### src/rtl/mux_rr_sched.sv
// Round-robin scheduler for the 8:1 serializer mux: registered one-hot grant
// and select, with a bounded burst so that one lane cannot monopolise the mux.
module mux_rr_sched #(
    parameter int SEL_W     = 3,
    parameter int MAX_BURST = 4
) (
    input  logic                  CLK,
    input  logic                  reset,
    input  logic                  enable,
    input  logic [2**SEL_W-1:0]   req,
    output logic [2**SEL_W-1:0]   grant,
    output logic [SEL_W-1:0]      sel,
    output logic                  valid_out,
    output logic                  busy
);
    localparam int N = 2**SEL_W;

    typedef enum logic {IDLE, GRANT} state_t;

    state_t           state_reg, state_next;
    logic [SEL_W-1:0] sel_reg, sel_next;
    logic [N-1:0]     grant_reg, grant_next;
    logic             valid_reg, valid_next;
    logic             busy_reg, busy_next;
    logic [3:0]       burst_reg, burst_next;

    logic [N-1:0]     rot_req;
    logic [SEL_W-1:0] found_off;
    logic [SEL_W-1:0] found_lane;

    // rot_req[0] is the lane after sel; the current lane lands in the top bit,
    // so it is scanned last.
    genvar gi;
    generate
        for (gi = 0; gi < N; gi++) begin : g_rot
            assign rot_req[gi] = req[sel_reg + SEL_W'(gi + 1)];
        end
    endgenerate

    always_comb begin
        found_off = '0;
        for (int i = N - 1; i >= 0; i--) begin
            if (rot_req[i]) found_off = SEL_W'(i);
        end
    end

    assign found_lane = sel_reg + found_off + SEL_W'(1);

    always_comb begin
        state_next = state_reg;
        sel_next   = sel_reg;
        grant_next = grant_reg;
        valid_next = valid_reg;
        busy_next  = busy_reg;
        burst_next = burst_reg;
        case (state_reg)
            IDLE: begin
                if (enable && (|req)) begin
                    state_next = GRANT;
                    sel_next   = found_lane;
                    grant_next = N'(1) << found_lane;
                    valid_next = 1'b1;
                    busy_next  = 1'b1;
                    burst_next = 4'd1;
                end else begin
                    grant_next = '0;
                    valid_next = 1'b0;
                    busy_next  = 1'b0;
                end
            end
            GRANT: begin
                if (!enable || !(|req)) begin
                    state_next = IDLE;
                    grant_next = '0;
                    valid_next = 1'b0;
                    busy_next  = 1'b0;
                end else if (req[sel_reg] && (burst_reg < 4'(MAX_BURST))) begin
                    burst_next = burst_reg + 4'd1;
                end else begin
                    // A lone requester whose burst expired is found again here.
                    sel_next   = found_lane;
                    grant_next = N'(1) << found_lane;
                    burst_next = 4'd1;
                end
            end
            default: begin
                state_next = IDLE;
                grant_next = '0;
                valid_next = 1'b0;
                busy_next  = 1'b0;
            end
        endcase
    end

    always_ff @(posedge CLK or posedge reset) begin
        if (reset) begin
            state_reg <= IDLE;
            sel_reg   <= '1;
            grant_reg <= '0;
            valid_reg <= 1'b0;
            busy_reg  <= 1'b0;
            burst_reg <= 4'd0;
        end else begin
            state_reg <= state_next;
            sel_reg   <= sel_next;
            grant_reg <= grant_next;
            valid_reg <= valid_next;
            busy_reg  <= busy_next;
            burst_reg <= burst_next;
        end
    end

    assign grant     = grant_reg;
    assign sel       = sel_reg;
    assign valid_out = valid_reg;
    assign busy      = busy_reg;
endmodule
### config.mk
export PLATFORM = sky130hd
export DESIGN_NAME = mux_rr_sched
export DESIGN_NICKNAME = d
export VERILOG_FILES = /design/src/rtl/mux_rr_sched.sv
export SDC_FILE = /design/constraint.sdc
export NUM_CORES = 1
export LEC_CHECK = 0
export ABC_AREA = 1
export BUFFER_PORTS_ARGS = -buffer_cell sky130_fd_sc_hd__buf_2
export CORE_MARGIN = 2
export CORE_UTILIZATION = 50
export DETAILED_ROUTE_END_ITERATION = 16
export PLACE_DENSITY = 0.75
export SKIP_CTS_REPAIR_TIMING = 1
export SLEW_MARGIN = 25
export SYNTH_ARGS = -nofsm -noshare
export SYNTH_HDL_FRONTEND = slang
export SYNTH_SLANG_ARGS = --single-unit
### constraint.sdc
create_clock -name CLK -period 3.1 [get_ports CLK]
set_input_delay 0.62 -clock CLK [delete_from_list [all_inputs] [get_ports CLK]]
set_output_delay 0.62 -clock CLK [all_outputs]
set_load 0.005 [all_outputs]
# Word level (Yosys, flattened, before mapping)

Index checks and enable logic that the tools add are counted.

Input bits: 11
Register bits after elaboration: 17
Output and inout bits: 13
Word-level logic and storage cells: 80

Order comparisons: 9
Shift-type cells: 1
Add/subtract/negate cells: 10
Mux-type cells: 41
Bitwise operators: 1
Reduce and logical (&&, ||, !) cells: 8
Eq/ne operators: 5

Operator list:

| cell                                                       | count |
|---|---|
| 2-to-1 mux 3 bit                                           | 11 |
| less-than comparator 3 x 4 -> 1 bit, second input constant | 8 |
| binary-select mux 1 bit (select 3 bit)                     | 8 |
| 2-to-1 mux 8 bit                                           | 3 |
| one-hot mux 8 bit (2 select lines)                         | 1 |
| adder 3 bit, second input constant                         | 4 |
| 2-to-1 mux 4 bit                                           | 3 |
| 2-to-1 mux 1 bit                                           | 11 |
| one-hot mux 4 bit (2 select lines)                         | 1 |
| OR reduction 8 bit                                         | 1 |
| left shift 1 x 3 -> 8 bit, first input constant            | 1 |
| adder 3 x 1 -> 3 bit, second input constant                | 2 |
| adder 3 x 2 -> 3 bit, second input constant                | 2 |
| inequality test 2 bit, second input constant               | 3 |
| one-hot mux 3 bit (2 select lines)                         | 1 |
| adder 4 x 1 -> 4 bit, second input constant                | 1 |
| less-than comparator 4 x 3 -> 1 bit, second input constant | 1 |
| one-hot mux 1 bit (2 select lines)                         | 2 |
| adder 3 bit                                                | 1 |
| inequality test 3 bit, second input constant               | 1 |
| AND reduction 3 bit                                        | 1 |
| logical AND 1 bit                                          | 2 |
| zero test 1 bit                                            | 2 |
| inequality test 2 x 1 -> 1 bit, second input constant      | 1 |
| other kinds (3)                                            | 3 |

# Longest topological paths before layout

Gate-level depths: netlist of run 1.

Word-level depth: 16
Mapped depth: 21
Mapped depth without buffers: 21

# Least setup slack after synthesis of run 1

OpenSTA, ideal clock, no wires.

Path kind: flip-flop to flip-flop
From: reg sel_reg[0] (netlist: sel[0])
To: reg grant_reg[1] (netlist: grant[1])
Arrival time: 3.032 ns
Path slack: -0.050 ns
Required time: 2.982 ns
Cell stages (with the launch flop): 22
Buffers on the path: 1
Clock period less this slack: 3.150 ns
Cells stage by stage: dfstp_2 > buf_6 > inv_8 > ha_1 > inv_1 > nand3_2 > nand3_1 > nand3_1 > nand3_1 > nand2_1 > nand2_1 > nand2_1 > nand2_1 > nand2_1 > ha_1 > fa_1 > xor2_1 > inv_1 > nand3_4 > nand2_4 > nand3_1 > nand2_1

Cells in the longest elaborated chain, start to end: 16
Elaborated cells on any way between the ends: 40
Classes of those cells: add/sub: 9; eq/ne: 1; shift: 1; mux: 28; reduce/logical: 1

RTL lines:

| item                                                                       | RTL line | RTL |
|---|---|---|
| start, declared                                                            | 21       | `logic [SEL_W-1:0] sel_reg, sel_next;` |
| start signal, assigned                                                     | 105      | `sel_reg <= sel_next;` |
| adder 3 bit or binary-select mux 1 bit (select 3 bit) (tied branches)      | 36, 77   |  |
| binary-select mux 1 bit (select 3 bit) or 2-to-1 mux 1 bit (tied branches) | 36, 77   |  |
| 2-to-1 mux 1 bit (not written as such) or 2-to-1 mux 3 bit (tied branches) | 36, 43   |  |
| 2-to-1 mux 3 bit (7 in a row)                                              | 43       | `if (rot_req[i]) found_off = SEL_W'(i);` |
| adder 3 bit                                                                | 47       | `assign found_lane = sel_reg + found_off + SEL_W'(1);` |
| adder 3 x 1 -> 3 bit                                                       | 47       |  |
| left shift 1 x 3 -> 8 bit                                                  | 61, 82   |  |
| 2-to-1 mux 8 bit                                                           | 77       | `end else if (req[sel_reg] && (burst_reg < 4'(MAX_BURST))) begin` |
| 2-to-1 mux 8 bit                                                           | 72       | `if (!enable \|\| !(\|req)) begin` |
| one-hot mux 8 bit (2 select lines)                                         | 56       | `case (state_reg)` |
| end signal, assigned                                                       | 106      | `grant_reg <= grant_next;` |
| end, declared                                                              | 22       | `logic [N-1:0] grant_reg, grant_next;` |

Parallel ways exist; a longest one is shown, timed or not. The select of a mux whose other input is x is not followed.
A chain may end at the register's enable or synchronous reset.

# Worst setup path in the final report of run 1

From: reg sel_reg[1] (netlist: sel[1])
To: reg grant_reg[2] (netlist: grant[2])

Same word-level chain as after synthesis.

==> results_dict.tcl, run 1 <==
set metrics [dict create \
    outcome "completed" \
    required_ns 3.34 \
    ctsLongestPathBuffers 2 \
    grt.total_usage_pct 20.6 \
    drc 0 \
    rows 19 \
    grt_max_degree 18 \
    final_antenna_net_count 0 \
    synth-seq-cells 17 \
    critPathBufInv 3 \
    end_kind "register" \
    final_cells 243 \
    htree_levels 1 \
    tns_ns 0 \
    crit_family "simple AND/OR/NAND/NOR gates" \
    cap_violations 0 \
    synth_top_area_share_pct 24.1 \
    num_vias 1242 \
    arrival_ns 3.11 \
    yosysTopAreaCell "dfrtp_1" \
    gp_congestion 0.853 \
    fill_cells 259 \
    syn_inst 185 \
    area_delta_synth_final_pct 14.7 \
    largest_register_ffs 8 \
    ys_seq_area_share_pct 29.6 \
    antenna_found_initial 0 \
    start_util_pct 52.6 \
    root_buffer "clkbuf_4" \
    routed_via_density 5.11 \
    yosys-top-cells-area "dfrtp_1 24%, nand2_1 15%, nand3_2 9.7%" \
    finalHoldViolations 0 \
    worstSkewPairLatency_ns 0.30 \
    critical_path.cell_chain "inv_4 > ha_4 > buf_4 > nand3_2 > nand3_1 > nand3_1 > nand3_1 > nand2_1 > nand2_1 > nand2_1 > nand2_1 > nand2_1 > ha_1 > fa_2 > xor2_4 > inv_2 > nand3_4 > nand2_4 > nand3_1 > nand2_1" \
    crit_fanout 6 \
    seq_area_um2 429 \
    drv_slew 0 \
    multi_input_area_um2 938 \
    cpMostUsedCell "nand2_1" \
    die_w_um 57.9 \
    drt_iter0_markers 48 \
    maxSlewHeadroom_pct 54.9 \
    synth.avg_cell_area_um2 7.85 \
    fmax_mhz 348 \
    period_share_pct 92.6 \
    cpPeakStageDelay_ns 0.56 \
    grt_overflow 0 \
    nets 229 \
    dp_hpwl_um 2370 \
    dieArea_mm2 0.00335 \
    drive_gt1_share_pct 39.2 \
    ios 24 \
    setup_viol_count_final 0 \
    worst_slew_pin_slew_ns 0.674 \
    ys_types 27 \
    clkTransAtPathRegs_ns 0.10 \
    r2r-start "sel[1]" \
    skew_ns 0.00819 \
    cts_tree "yes" \
    synth.cell_area_mm2 0.00145 \
    cp-start-kind "register" \
    core-area_mm2 0.00276 \
    wl_per_cell_um 12.0 \
    wirelength_um 2910 \
    ys_warn_count 0 \
    hold_path.class "in2async" \
    cts.sinks 17 \
    r2r_slack_ns 0.23 \
    r2r_cells 20 \
    portBuffers 23 \
    path_class "reg2reg" \
    dr.pass1.iters 5 \
    grt_pass1_wl_um 5470 \
    die_h_um 57.9 \
    r2r_end "grant[2]" \
    diodes 0 \
    fin_crit_ns 2.87 \
    grt_pass1_vias 1250 \
    crit_start "sel[1]" \
    dp_cells 238 \
    syn-num-nets 201 \
    numCtsBuffers 3 \
    cpMaxStageDelayCell "dfstp_2" \
]
## synthesized netlist by cell type, drive strengths merged
cell type	instances
a22o	2
buf	5
dfrtp	14
dfstp	3
fa	1
ha	4
inv	17
nand2	78
nand3	31
nand4	4
nor2	13
nor3	2
o21ai	4
o21bai	2
xnor2	2
xor2	3
## cell usage in the layout, fill, tap and decap left out, types with 9 or more instances in the layout
cell	instances
dfrtp_1	14
inv_1	12
nand3_2	14
nand2_2	10
buf_2	23
nand3_1	16
nor2_1	9
nand2_4	10
nand2_1	58
## stage by stage
stage               cell area (um2)  worst slack (ns)  util, %  hold slack [ns]
detailed placement             1590            0.0842     57.8            0.464
global route                   1660          -0.00351     60.3            0.440
global placement               1590             0.125     57.8            0.460
finish                         1660             0.230     60.3            0.388
floorplan                      1460           0.00551        -            0.473
CTS                            1620            0.0712     58.8            0.408
## area by class of cell
cell class              instances  area share (%)
clock inverters                 1           0.301
repair buffers                 28            9.40
clock buffers                   3            1.35
inverters                      17            4.44
flip-flops and latches         17            25.8
multi-input cells             146            56.4
well taps                      31            2.33
## worst max path at each step
stage                    end  slack (ns)  cells after the start
floorplan           grant[1]       0.006                     21
global placement    grant[2]        0.12                     20
detailed placement  grant[3]        0.08                     20
CTS                 grant[3]        0.07                     20
global route        grant[2]      -0.004                     20
finish              grant[2]        0.23                     20
## per-layer routing
metal | part of all wire, % | GRT usage (%) | up-vias
li1 | - | - | 649
met1 | 50 | 28.7 | 572
met2 | 46 | 33.8 | 16
met3 | 2.7 | 2.68 | 5
met4 | 1.2 | 5.98 | 0
met5 | 0 | 0 | -
## cells by family (layout without fill, tap and decap cells)
kind of cell             after synthesis  count (layout)  synth area share, %
buffers and inverters                 22              49                 8.28
XOR/XNOR                               5               5                 3.02
adder cells (fa/ha/maj)                5               5                 4.83
AO/OA/AOI/OAI                          8               8                 3.88
flip-flops                            17              17                 29.6
AND/OR/NAND/NOR                      128             128                 50.4
Power of run 1 is not shown: default switching activity piles up to over one toggle a cycle in this logic, so the estimate is an artifact.
==> run 2, diff against run 1 <==
- REMOVE_ABC_BUFFERS: not set -> 1
==> results_dict.tcl, run 2 (synthesis gave the netlist of run 1 again) <==
set metrics [dict create \
    outcome "completed" \
    htree_levels 1 \
    maxSlewHeadroom_pct 55.0 \
    final_cells 244 \
    grt_overflow 0 \
    fin_crit_ns 2.82 \
    crit_family "simple AND/OR/NAND/NOR gates" \
    wirelength_um 2840 \
    fmax_mhz 354 \
    skew_ns 0.00978 \
    cts.sinks 17 \
    cp-start-kind "register" \
    path_class "reg2reg" \
    nets 230 \
    grt_pass1_wl_um 4840 \
    start_util_pct 52.6 \
    dp_hpwl_um 2270 \
    hold_path.class "in2async" \
    diodes 0 \
    numCtsBuffers 3 \
    drc 0 \
    gp_congestion 0.850 \
    cpPeakStageDelay_ns 0.62 \
    area_delta_synth_final_pct 13.6 \
    r2r_end "grant[3]" \
    grt_max_degree 18 \
    drv_slew 0 \
    crit_fanout 5 \
    num_vias 1219 \
    ctsLongestPathBuffers 2 \
    dieArea_mm2 0.00335 \
    cpMostUsedCell "nand2_1" \
    end_kind "register" \
    core-area_mm2 0.00276 \
    worstSkewPairLatency_ns 0.29 \
    final_common_cell "nand2_1" \
    cts_tree "yes" \
    die_h_um 57.9 \
    rsz0062_at_grt "false" \
    cpMaxStageDelayCell "dfstp_2" \
    setup_viol_count_final 0 \
    r2r_slack_ns 0.28 \
    fill_cells 272 \
    ios 24 \
    cap_violations 0 \
    r2r-start "sel[0]" \
    arrival_ns 3.02 \
    r2r_cells 20 \
    dr.pass1.iters 4 \
    drive_gt1_share_pct 38.0 \
    routed_via_density 5.00 \
    largest_register_ffs 8 \
    critPathBufInv 3 \
    dp_cells 239 \
    final_cell_mix "59 x nand2_1, 24 x buf_2, 16 x nand3_1" \
    grt.total_usage_pct 18.5 \
    wl_per_cell_um 11.6 \
    drt_iter0_markers 51 \
    finalHoldViolations 0 \
    root_buffer "clkbuf_4" \
    rows 19 \
    final_antenna_net_count 0 \
    grt_pass1_vias 1117 \
    critical_path.cell_chain "inv_8 > ha_4 > buf_6 > nand3_2 > nand3_1 > nand3_1 > nand3_1 > nand2_1 > nand2_1 > nand2_1 > nand2_1 > nand2_1 > ha_1 > fa_2 > xor2_1 > inv_1 > nand3_4 > nand2_4 > nand3_1 > nand2_1" \
    worst_slew_pin_slew_ns 0.673 \
    portBuffers 23 \
    period_share_pct 91.1 \
    die_w_um 57.9 \
    clkTransAtPathRegs_ns 0.10 \
    required_ns 3.29 \
    antenna_found_initial 0 \
]
run 2: cell types whose count changed in the layout (fill, tap and decap cells not counted):
cell,change
buf_2,+1
buf_4,-1
buf_6,+1
inv_1,+1
inv_4,-1
nand2_1,+1
nand2_2,-1
xor2_1,+1
xor2_4,-1
run 2: worst reg2reg max path: cells and delay by family, from the launching register on:
kind	cells	cell delay [ns]
buffers and inverters	3	0.25
flip-flops	1	0.62
XOR/XNOR	1	0.18
adder cells (fa/ha/maj)	3	0.78
AND/OR/NAND/NOR	13	0.89
run 2: worst max-delay path by stage:
| stage | from | to | slack [ns] | depth (start not counted) |
|---|---|---|---|---|
| 6_report | sel[0] | grant[3] | 0.28 | 20 |
| 5_1_grt | sel[0] | grant[1] | 0.04 | 20 |
| 4_1_cts | sel[0] | grant[0] | 0.15 | 20 |
| 3_5_place_dp | sel[1] | grant[3] | 0.17 | 20 |
| 3_3_place_gp | sel[0] | grant[3] | 0.20 | 20 |
| 2_1_floorplan | sel[0] | grant[1] | -0.06 | 20 |
run 2: final cells by class:
cell class | instances | area (um2) | share of cell area [%]
clock buffers | 3 | 22.5 | 1.37
flip-flops and latches | 17 | 429 | 26.0
multi-input cells | 146 | 917 | 55.6
inverters | 17 | 71.3 | 4.32
well taps | 31 | 38.8 | 2.35
repair buffers | 29 | 165 | 10.0
clock inverters | 1 | 5.00 | 0.303
run 2: metal layers:
metal / GRT usage [%] / share of wire [%] / up-vias
li1: - / - / 648
met1: 27.5 / 51 / 546
met2: 28.6 / 45 / 20
met3: 2.01 / 2.2 / 5
met4: 4.98 / 1.3 / 0
met5: 0 / 0 / -
run 2: metrics by stage:
| step | setup slack, ns | area, um2 | setup TNS [ns] | hold WS (ns) | utilization [%] |
|---|---|---|---|---|---|
| 2_1_floorplan | -0.0643 | 1400 | -0.260 | 0.473 | - |
| 3_3_place_gp | 0.204 | 1590 | 0 | 0.461 | 57.8 |
| 3_5_place_dp | 0.168 | 1590 | 0 | 0.464 | 57.8 |
| 4_1_cts | 0.153 | 1620 | 0 | 0.402 | 58.8 |
| 5_1_grt | 0.0425 | 1650 | 0 | 0.429 | 59.8 |
| 6_report | 0.277 | 1650 | 0 | 0.381 | 59.8 |
Power of run 2 is left out for the same reason.
==> run 3, diff against run 2 <==
--- a/config.mk
+++ b/config.mk
@@ -10,4 +10,5 @@
 export CORE_MARGIN = 2
 export CORE_UTILIZATION = 50
+export CTS_BUF_LIST = sky130_fd_sc_hd__clkbuf_16
 export DETAILED_ROUTE_END_ITERATION = 16
 export PLACE_DENSITY = 0.75
==> constraint.sdc (replaced) <==
create_clock -name CLK -period 3.1 [get_ports CLK]
set_input_delay 0.155 -clock CLK [delete_from_list [all_inputs] [get_ports CLK]]
set_output_delay 0.155 -clock CLK [all_outputs]
set_load 0.005 [all_outputs]
==> results_dict.tcl, run 3 (synthesis gave the netlist of run 1 again) <==
set metrics [dict create \
    maxSlewHeadroom_pct 53.5 \
    arrival_ns 2.96 \
    finalHoldViolations 14 \
    period_share_pct 91.0 \
    cpMaxStageDelayCell "dfstp_2" \
    placedInstanceArea_mm2 0.00159 \
    nets 229 \
    grt_overflow 0 \
    rsz0062_at_grt "false" \
    cpPeakStageDelay_ns 0.55 \
    path_class "reg2reg" \
    required_ns 3.24 \
    hold_path.class "in2async" \
    numCtsBuffers 3 \
    fin_crit_ns 2.82 \
    root_buffer "clkbuf_16" \
    worst_slew_pin_slew_ns 0.695 \
    cpMostUsedCell "nand2_1" \
    final_common_cell "nand2_1" \
    largest_register_ffs 8 \
    skew_ns 0.00219 \
    ctsLongestPathBuffers 2 \
    drc 0 \
    grt.total_usage_pct 18.5 \
    drt_iter0_markers 44 \
    dp_hpwl_um 2270 \
    ios 24 \
    critPathBufInv 3 \
    worstSkewPairLatency_ns 0.25 \
    drive_gt1_share_pct 37.7 \
    grt_pass1_vias 1118 \
    routed_via_density 4.99 \
    wirelength_um 2830 \
    r2r_cells 20 \
    final_antenna_net_count 0 \
    grt_pass1_wl_um 4840 \
    area_delta_synth_final_pct 16.8 \
    die_w_um 57.9 \
    wl_per_cell_um 11.7 \
    r2r_slack_ns 0.28 \
    drv_slew 0 \
    path_depth 20 \
    num_vias 1213 \
    holdWs_ns -0.0258 \
    critical_path.cell_chain "inv_4 > ha_4 > buf_4 > nand3_2 > nand3_1 > nand3_1 > nand3_1 > nand2_1 > nand2_1 > nand2_1 > nand2_1 > nand2_1 > ha_1 > fa_2 > xor2_1 > inv_1 > nand3_4 > nand2_4 > nand3_1 > nand2_1" \
    rows 19 \
    crit_family "simple AND/OR/NAND/NOR gates" \
    antenna_found_initial 0 \
    end_kind "register" \
    final_cell_mix "59 x nand2_1, 23 x buf_2, 16 x nand3_1" \
    cts_tree "yes" \
    htree_levels 1 \
    finalInstanceArea_mm2 0.00170 \
    outcome "finished, violations left" \
    core-area_mm2 0.00276 \
    cp-start-kind "register" \
    fill_cells 268 \
    start_util_pct 52.6 \
    r2r-start "sel[1]" \
    die_h_um 57.9 \
    dieArea_mm2 0.00335 \
    setup_viol_count_final 0 \
    diodes 0 \
    grt_max_degree 18 \
    fmax_mhz 355 \
    cts.sinks 17 \
    clkTransAtPathRegs_ns 0.05 \
    crit_fanout 6 \
    cap_violations 0 \
    r2r_end "grant[3]" \
    violations "negative hold slack" \
    gp_congestion 0.850 \
    dr.pass1.iters 4 \
    portBuffers 23 \
]
[run 3: cell count changes in the layout (fill, tap and decap cells not counted), sizes merged]
cell	change
buf	-1
[run 3: layer usage]
| layer | GRT usage, % | part of all wire [%] | vias to the layer above |
|---|---|---|---|
| li1 | - | - | 644 |
| met1 | 27.2 | 52 | 551 |
| met2 | 28.6 | 45 | 14 |
| met3 | 2.68 | 1.8 | 4 |
| met4 | 4.98 | 1.1 | 0 |
| met5 | 0 | 0 | - |
[run 3: area by class of cell]
| class | count | area (um2) | share of cell area [%] |
|---|---|---|---|
| multi-input combinational | 146 | 917 | 54.1 |
| sequential | 17 | 429 | 25.3 |
| timing repair buffer | 28 | 156 | 9.23 |
| clock buffer | 3 | 75.1 | 4.43 |
| inverter | 17 | 73.8 | 4.35 |
| tap | 31 | 38.8 | 2.29 |
| clock inverter | 1 | 5.00 | 0.295 |
[run 3: how the worst max path moves through the flow]
stage	start	end	slack [ns]
final	sel[1]	grant[3]	0.28
after global placement	sel[0]	grant[3]	0.20
after detailed placement	sel[1]	grant[3]	0.17
after CTS	sel[0]	grant[0]	0.16
after global routing	sel[0]	grant[1]	0.04
after floorplan	sel[0]	grant[1]	-0.06
[run 3: stage by stage]
| stage | setup WS (ns) | TNS [ns] | cells | hold slack (ns) | util [%] |
|---|---|---|---|---|---|
| floorplan | -0.0643 | -0.260 | 180 | 0.0789 | - |
| global placement | 0.204 | 0 | 239 | 0.256 | 57.8 |
| detailed placement | 0.168 | 0 | 239 | 0.262 | 57.8 |
| CTS | 0.161 | 0 | 243 | -0.00220 | 60.7 |
| global route | 0.0432 | 0 | 243 | 0.0346 | 61.5 |
| finish | 0.280 | 0 | 243 | -0.0258 | 61.5 |
[run 3: worst register-to-register path, stage by stage (launching register included)]
cell     delay, ns
dfstp_2       0.55
inv_4         0.07
ha_4          0.27
buf_4         0.13
nand3_2       0.09
nand3_1       0.11
nand3_1       0.08
nand3_1       0.07
nand2_1       0.05
nand2_1       0.05
nand2_1       0.04
nand2_1       0.05
nand2_1       0.05
ha_1          0.19
fa_2          0.33
xor2_1        0.18
inv_1         0.10
nand3_4       0.11
nand2_4       0.07
nand3_1       0.08
nand2_1       0.05
Power of run 3 is left out for the same reason.
